==> src/rtl/mem_pkg.sv <==
// ============================================================
// mem_pkg : shared types for the memory-stage access unit
// Rev 1.0 : initial release
// ============================================================
`default_nettype none

package mem_pkg;
  typedef enum logic [1:0] {
    IDLE   = 2'd0,
    ACCESS = 2'd1,
    DONE   = 2'd2
  } mem_state_t;

  localparam int ALIGN_BITS = 3;
endpackage

`default_nettype wire

==> src/rtl/mem_timeout_ctr.sv <==
// ============================================================
// mem_timeout_ctr : clearable up-counter with terminal-count flag
// Rev 1.0 : initial release
// ============================================================
`default_nettype none

module mem_timeout_ctr #(
  parameter int WIDTH    = 8,
  parameter int TERMINAL = 254
) (
  input  logic clk,
  input  logic reset,
  input  logic clear,
  input  logic en,
  output logic tc
);
  localparam logic [WIDTH-1:0] TC_VAL = WIDTH'(TERMINAL);

  logic [WIDTH-1:0] count;

  always_ff @(posedge clk or negedge reset) begin
    if (!reset)
      count <= '0;
    else if (clear)
      count <= '0;
    else if (en)
      count <= count + WIDTH'(1);
  end

  assign tc = (count == TC_VAL);
endmodule

`default_nettype wire

==> src/rtl/mem_access_unit.sv <==
// ============================================================
// mem_access_unit : LEGv8 MEM stage - LDUR/STUR over req/ack, CBZ resolve
// Rev 1.0 : initial release
// ============================================================
`default_nettype none

module mem_access_unit
  import mem_pkg::*;
#(
  parameter int N       = 64,
  parameter int TIMEOUT = 255
) (
  input  logic         clk,
  input  logic         reset,
  input  logic         valid_M,
  input  logic         MemRead_M,
  input  logic         MemWrite_M,
  input  logic         Branch_M,
  input  logic         zero_M,
  input  logic [N-1:0] aluResult_M,
  input  logic [N-1:0] writeData_M,
  input  logic [N-1:0] PCBranch_M,
  output logic         dm_req,
  output logic         dm_we,
  output logic [N-1:0] dm_addr,
  output logic [N-1:0] dm_wdata,
  input  logic         dm_ack,
  input  logic [N-1:0] dm_rdata,
  output logic [N-1:0] readData_M,
  output logic         stall_M,
  output logic         err_M,
  output logic         PCSrc_M,
  output logic [N-1:0] PCBranch_out_M
);
  localparam int CW = $clog2(TIMEOUT + 1);

  mem_state_t   state, state_nx;
  logic         op, misaligned, timed_out;
  logic         req_nx, we_nx, err_nx;
  logic [N-1:0] addr_nx, wdata_nx, rdata_nx;
  logic         ctr_clear, ctr_en;

  assign op             = valid_M & (MemRead_M | MemWrite_M);
  assign misaligned     = |aluResult_M[ALIGN_BITS-1:0];
  assign PCSrc_M        = Branch_M & zero_M & valid_M;
  assign PCBranch_out_M = PCBranch_M;
  assign stall_M        = ((state == IDLE) && op) || (state == ACCESS);

  mem_timeout_ctr #(
    .WIDTH    (CW),
    .TERMINAL (TIMEOUT - 1)
  ) u_timeout_ctr (
    .clk   (clk),
    .reset (reset),
    .clear (ctr_clear),
    .en    (ctr_en),
    .tc    (timed_out)
  );

  always_comb begin
    state_nx  = state;
    req_nx    = dm_req;
    we_nx     = dm_we;
    err_nx    = err_M;
    addr_nx   = dm_addr;
    wdata_nx  = dm_wdata;
    rdata_nx  = readData_M;
    ctr_clear = 1'b0;
    ctr_en    = (state == ACCESS);
    case (state)
      IDLE: begin
        if (op) begin
          if (misaligned) begin
            err_nx   = 1'b1;
            state_nx = DONE;
          end else begin
            // Write wins when both strobes are set
            addr_nx   = aluResult_M;
            wdata_nx  = writeData_M;
            we_nx     = MemWrite_M;
            req_nx    = 1'b1;
            ctr_clear = 1'b1;
            state_nx  = ACCESS;
          end
        end
      end
      ACCESS: begin
        if (dm_ack) begin
          req_nx = 1'b0;
          if (!dm_we)
            rdata_nx = dm_rdata;
          err_nx   = 1'b0;
          state_nx = DONE;
        end else if (timed_out) begin
          req_nx   = 1'b0;
          rdata_nx = '0;
          err_nx   = 1'b1;
          state_nx = DONE;
        end
      end
      DONE: begin
        err_nx   = 1'b0;
        state_nx = IDLE;
      end
      default: state_nx = IDLE;
    endcase
  end

  always_ff @(posedge clk or negedge reset) begin
    if (!reset) begin
      state      <= IDLE;
      dm_req     <= 1'b0;
      dm_we      <= 1'b0;
      err_M      <= 1'b0;
      dm_addr    <= '0;
      dm_wdata   <= '0;
      readData_M <= '0;
    end else begin
      state      <= state_nx;
      dm_req     <= req_nx;
      dm_we      <= we_nx;
      err_M      <= err_nx;
      dm_addr    <= addr_nx;
      dm_wdata   <= wdata_nx;
      readData_M <= rdata_nx;
    end
  end
endmodule

`default_nettype wire

==> config.mk <==
export PLATFORM = sky130hd
export DESIGN_NAME = mem_access_unit
export DESIGN_NICKNAME = d
export VERILOG_FILES = /design/src/rtl/mem_pkg.sv /design/src/rtl/mem_timeout_ctr.sv /design/src/rtl/mem_access_unit.sv
export SDC_FILE = /design/constraint.sdc
export NUM_CORES = 1
export LEC_CHECK = 0
export ABC_CLOCK_PERIOD_IN_PS = 4300
export BUFFER_PORTS_ARGS = -buffer_cell sky130_fd_sc_hd__clkbuf_2
export CAP_MARGIN = 20
export CORE_AREA = 2 2 203 205
export CTS_CLUSTER_DIAMETER = 80
export CTS_CLUSTER_SIZE = 28
export DETAILED_ROUTE_END_ITERATION = 8
export DIE_AREA = 0 0 205 207
export PLACE_DENSITY_LB_ADDON = 0.12
export SLEW_MARGIN = 10
export SYNTH_ARGS = -nofsm -noshare
export SYNTH_HDL_FRONTEND = slang
export SYNTH_SLANG_ARGS = --single-unit
==> constraint.sdc <==
create_clock -name clk -period 4.3 [get_ports clk]
set_input_delay 0.43 -clock clk [delete_from_list [all_inputs] [get_ports clk]]
set_output_delay 0.43 -clock clk [all_outputs]
set_load 0.02 [all_outputs]
==> results.py, run 1 <==
metrics = {
    "logic_synthesis": {
        "syn_inst": 689,
        "async_reset_ff_frac": 1.00,
        "yosys_most_used_dff": "dfrtp_1",
        "synth-simple-area-share": 0.0519,
        "synth_area_per_cell_um2": 12.6,
        "synth-adder-area-share": 0.00289,
        "yosysWarningCount": 0,
        "synth_cell_types": 36,
        "synth_xor_area_frac": 0.00202,
        "ys_seq_area_frac": 0.592,
        "synth.area.mux_share": 0.164,
        "synth_top_family_by_area": "multiplexers",
        "syn_area_um2": 8670,
        "yosys_register_bits": 205,
        "synth_nets": 955,
        "synth-compound-area-share": 0.106,
        "synth_edf_count": 0,
    },
    "status": {
        "violations": "negative hold slack",
        "outcome": "complete, but fails checks",
    },
    "floorplanning": {
        "die_area_um2": 42400,
        "coreArea_um2": 40400,
        "die_w_um": 205,
        "start_util": 0.215,
        "num_rows": 74,
        "num_io_pins": 525,
        "fp.dieH_um": 207,
    },
    "drt": {
        "antenna_left": 0,
        "viasPerCell": 4.19,
        "drc": 0,
        "wl_per_cell_um": 17.3,
        "drtPass1Iterations": 5,
        "drt_iter0_drc": 261,
        "wirelength_mm": 26.9,
        "vias": 6510,
    },
    "sta": {
        "fin_ws_ps": 1900,
        "skew_ps": 16.3,
        "whs_ps": -12.6,
        "slew_headroom": 0.411,
        "setup_violations": 0,
        "min_period_ps": 2400,
        "tightest_slew_ps": 884,
        "tns_ps": 0,
        "finalHoldViolCount": 15,
        "clock.fmax_ghz": 0.418,
        "fin_crit_sh": 0.557,
        "rsz0062_at_grt": "false",
        "slew_violations": 0,
    },
    "global_routing": {
        "grt_pass1_vias": 6641,
        "grt_overflow": 0,
        "antenna_found_initial": 1,
        "grt_pass1_wl_mm": 41.1,
        "grt_start_max_net_pins": 89,
        "track_usage": 0.123,
    },
    "place": {
        "gp_congestion": 0.746,
        "hpwl_mm": 18.9,
        "place_ws_ps": 1670,
        "dp.cells": 1520,
        "io_buffers": 396,
    },
    "cts": {
        "root_buffer": "clkbuf_16",
        "cts-resized-gates": 0,
        "cts_tree": "built",
        "postCtsSetupBuffers": 0,
        "numCtsBuffers": 18,
        "insertion_delay_ps": 500,
        "clk_path_buf_depth": 3,
        "htreeDepth": 1,
        "postCtsHoldBufs": 0,
        "clkSlewWorstSetupHoldPaths_ps": 90,
        "clock-sinks": 205,
    },
    "power": {
        "p_per_area_nw_per_um2": 517,
        "leakage_uw": 0.00559,
        "ir_worst_vdd_uv": 294,
    },
    "flow_run": {
        "max-cap-violations": 0,
    },
    "cells_and_area": {
        "fin_util": 0.282,
        "fin_nets": 1274,
        "drive_above_1_share": 0.507,
        "multi_input_area_um2": 2860,
        "layoutNonFillerInstCount": 1553,
        "regArea_um2": 5130,
        "nFillCells": 4329,
        "area_growth_pct": 31.3,
    },
    "worst_setup_path": {
        "start_kind": "flop",
        "crit_buf_inv": 1,
        "crit_arrival_ps": 2780,
        "reg2reg_from": "state[0]",
        "critPathSlowestCell": "nor3_4",
        "cp-end-kind": "flop",
        "critPathMaxStageDelay_ps": 590,
        "cp_num_cells": 4,
        "critPathMaxFanout": 24,
        "reg2reg_depth": 4,
        "cp_cell_sequence": "or2_1, nor3_4, buf_4, mux2_2",
        "cp_top_family": "simple AND/OR/NAND/NOR gates",
        "startpoint": "state[0]",
        "critical_path_required_ps": 4690,
        "crit_type": "reg2reg",
    },
    "hold_path": {
        "min_path_type": "in2async",
    },
}
-- metrics by stage --
stage | total power [uW] | instance area, um2
6_report | 5890 | 11400
5_1_grt | 6250 | 11400
4_1_cts | 6040 | 11400
3_5_place_dp | 4210 | 10800
3_3_place_gp | 4190 | 10800
2_1_floorplan | 3580 | 8670
-- power breakdown --
group          total, uW  switching [uW]  leakage, uW  internal (uW)
Combinational       1580             956      0.00298            626
Sequential          2550             220      0.00230           2330
Clock               1760             838     0.000303            920
-- final cells by class --
cell class,count,area share
inverter,3,0.000989
antenna,1,0.000220
clock inverter,10,0.0100
multi-input combinational,374,0.252
timing repair buffer,406,0.185
sequential,205,0.450
tap,532,0.0585
clock buffer,22,0.0436
-- Yosys cell counts, drive strengths merged, types with 3 or more instances --
cell	count	area (um2)
inv	3	11.3
nand2b	3	18.8
mux2	126	1420
clkbuf	26	97.6
a22oi	64	480
or3	6	37.5
and2	3	18.8
a21oi	8	40.0
buf	81	599
o21ai	70	350
nand2	67	251
dfrtp	205	5130
-- worst paths after layout --
path | to | slack, ps
min in group clk | dm_wdata[23] | 140
min | dm_wdata[32] | -10
max | dm_wdata[7] | 1900
min reg2reg | dm_addr[6] | 490
max in group asynchronous | readData_M[21] | 3410
max reg2reg | dm_wdata[7] | 1900
-- layer usage --
metal  routed length, um  global-route usage
met3                2340              0.0387
met2               13400               0.206
met5                   0                   0
met4                 501              0.0330
met1               10600               0.150
-- state kept, by name, indices dropped and copies added, names as in the netlist --
name / flops
dm_addr: 64
dm_req: 1
dm_wdata: 64
dm_we: 1
err_M: 1
readData_M: 64
state: 2
u_timeout_ctr.count: 8
-- placed cells by master (no fill, tap or decap), drive strengths merged, types with 3 or more instances in the layout --
| cell type | n |
|---|---|
| a21oi | 8 |
| a22oi | 64 |
| and2 | 3 |
| buf | 10 |
| clkbuf | 418 |
| dfrtp | 205 |
| inv | 10 |
| mux2 | 126 |
| nand2 | 67 |
| nand2b | 3 |
| o21ai | 70 |
| or3 | 6 |
-- kinds of logic after synthesis --
group	after synthesis
flip-flops	205
AO/OA/AOI/OAI	148
multiplexers	126
XOR/XNOR	2
buffers and inverters	110
adder cells (fa/ha/maj)	2
AND/OR/NAND/NOR	96
(Power assumes the default switching activity.)
==> inputs of run 2 (changes only) <==
--- a/config.mk
+++ b/config.mk
@@ -5,7 +5,7 @@
 export SDC_FILE = /design/constraint.sdc
 export NUM_CORES = 1
 export LEC_CHECK = 0
-export ABC_CLOCK_PERIOD_IN_PS = 4300
+export ABC_CLOCK_PERIOD_IN_PS = 2500
 export BUFFER_PORTS_ARGS = -buffer_cell sky130_fd_sc_hd__clkbuf_2
 export CAP_MARGIN = 20
 export CORE_AREA = 2 2 203 205
==> constraint.sdc (replaced) <==
create_clock -name clk -period 2.5 [get_ports clk]
set_input_delay 0.25 -clock clk [delete_from_list [all_inputs] [get_ports clk]]
set_output_delay 0.25 -clock clk [all_outputs]
set_load 0.02 [all_outputs]
==> results.py, run 2 (same netlist as run 1, synthesis figures left out) <==
metrics = {
    "status": {
        "outcome": "finished clean",
    },
    "place": {
        "io_buffers": 396,
        "gp_congestion": 0.727,
        "place_ws_ps": 366,
        "hpwl_mm": 19.2,
    },
    "drt": {
        "vias": 7209,
        "wl_per_cell_um": 16.0,
        "antenna_left": 0,
        "viasPerCell": 4.11,
        "drt_iter0_drc": 203,
        "wirelength_mm": 28.0,
        "drc": 0,
        "drtPass1Iterations": 4,
    },
    "sta": {
        "skew_ps": 18.9,
        "fin_crit_sh": 0.835,
        "clock.fmax_ghz": 0.479,
        "tns_ps": 0,
        "slew_headroom": 0.560,
        "slew_violations": 0,
        "rsz0062_at_grt": "false",
        "fin_ws_ps": 413,
        "min_period_ps": 2090,
        "finalHoldViolCount": 0,
        "setup_violations": 0,
        "tightest_slew_ps": 659,
    },
    "cells_and_area": {
        "area_growth_pct": 55.3,
        "final_cell_mix": "395 x clkbuf_2, 205 x dfrtp_1, 191 x dlygate4sd3_1",
        "antenna_cells": 0,
        "reg.largest.list": "dm_addr x64, dm_wdata x64, readData_M x64",
        "nFillCells": 4140,
        "drive_above_1_share": 0.433,
        "fin_nets": 1476,
        "mostFrequentLayoutCell": "clkbuf_2",
    },
    "worst_setup_path": {
        "reg2reg_from": "state[0]",
        "crit_type": "reg2reg",
        "critPathMaxFanout": 32,
        "start_kind": "flop",
        "r2r_slack_ps": 410,
        "r2r_end": "dm_addr[60]",
        "reg2reg_depth": 5,
        "critical_path_required_ps": 2890,
        "crit_arrival_ps": 2480,
        "cp-end-kind": "flop",
    },
    "hold_path": {
        "worstHoldPathCells": 4,
        "min_path_type": "in2reg",
        "min_from": "MemRead_M",
        "min_to": "err_M",
    },
    "cts": {
        "clkSlewWorstSetupHoldPaths_ps": 90,
        "root_buffer": "clkbuf_16",
        "numCtsBuffers": 18,
        "cts_tree": "built",
        "clock-sinks": 205,
        "insertion_delay_ps": 510,
        "cts-resized-gates": 0,
        "clk_path_buf_depth": 3,
        "htreeDepth": 1,
    },
    "global_routing": {
        "grt_start_max_net_pins": 75,
        "grt_pass1_wl_mm": 43.0,
        "grt_overflow": 0,
        "antenna_found_initial": 0,
        "grt_pass1_vias": 7546,
        "track_usage": 0.126,
    },
    "floorplanning": {
        "coreArea_um2": 40400,
        "num_rows": 74,
        "fp.dieH_um": 207,
        "num_io_pins": 525,
        "start_util": 0.215,
        "die_w_um": 205,
        "die_area_um2": 42400,
    },
    "flow_run": {
        "max-cap-violations": 0,
    },
    "power": {
        "p_per_area_nw_per_um2": 775,
        "ir_worst_vdd_uv": 427,
        "leakage_uw": 0.00647,
    },
}
==> run 2: cell types whose count changed in the layout (fill, tap and decap cells not counted), moves of 2 or more <==
| cell | previous run | this run |
|---|---|---|
| buf_12 | 3 | 8 |
| buf_4 | 7 | 13 |
| clkinv_2 | 2 | 0 |
| clkinv_8 | 0 | 2 |
| dlygate4sd3_1 | 0 | 191 |
| inv_16 | 0 | 2 |
| inv_6 | 4 | 2 |
==> run 2: worst max-delay path: stages (launching register included) <==
cell	delay, ps
dfrtp_1	480
or2_1	320
nor3_4	220
buf_12	240
buf_4	320
mux2_2	360
==> run 2: layout make-up <==
class,instances,area [um2],share of cell area
clock buffer,22,507,0.0376
clock inverter,10,134,0.00994
inverter,3,11.3,0.000836
multi-input combinational,374,2860,0.212
sequential,205,5130,0.381
tap,532,666,0.0494
timing repair buffer,608,4160,0.309
==> run 2: repair_timing <==
action,in CTS,in global routing
hold buffers,191,0
endpoints found under the hold margin,255,0
buffers inserted,0,0
==> run 2: worst max-delay path by stage <==
stage / from / to / slack, ps / cells past startpoint
floorplan: state[0] / dm_addr[12] / 660 / 6
global placement: aluResult_M[1] / dm_addr[60] / 390 / 6
detailed placement: aluResult_M[1] / dm_wdata[1] / 370 / 6
CTS: state[0] / dm_wdata[1] / 380 / 5
global route: state[0] / dm_addr[60] / 280 / 5
finish: state[0] / dm_addr[60] / 410 / 5
==> run 2: per-layer routing <==
layer | vias to the layer above | global-route usage | part of all wire | wire (um)
li1 | 3409 | - | - | -
met1 | 3478 | 0.151 | 0.40 | 11200
met2 | 283 | 0.221 | 0.50 | 14100
met3 | 39 | 0.0340 | 0.069 | 1930
met4 | 0 | 0.0382 | 0.027 | 770
met5 | - | 0 | 0 | 0
==> run 2: through the flow <==
stage / hold WS [ps] / total power [uW] / util / cell area (um2) / std cells
finish: 210 / 10400 / 0.334 / 13500 / 1754
global route: 236 / 11100 / 0.334 / 13500 / 1754
CTS: 197 / 10700 / 0.334 / 13500 / 1754
detailed placement: 350 / 7260 / 0.270 / 10900 / 1531
global placement: 364 / 7230 / 0.270 / 10900 / 1531
floorplan: -45.6 / 6150 / - / 8670 / 689
==> run 2: where the power goes <==
group          total [uW]  switching (uW)  internal, uW
Clock                3060            1510          1550
Sequential           4390             383          4000
Combinational        2990            1700          1290
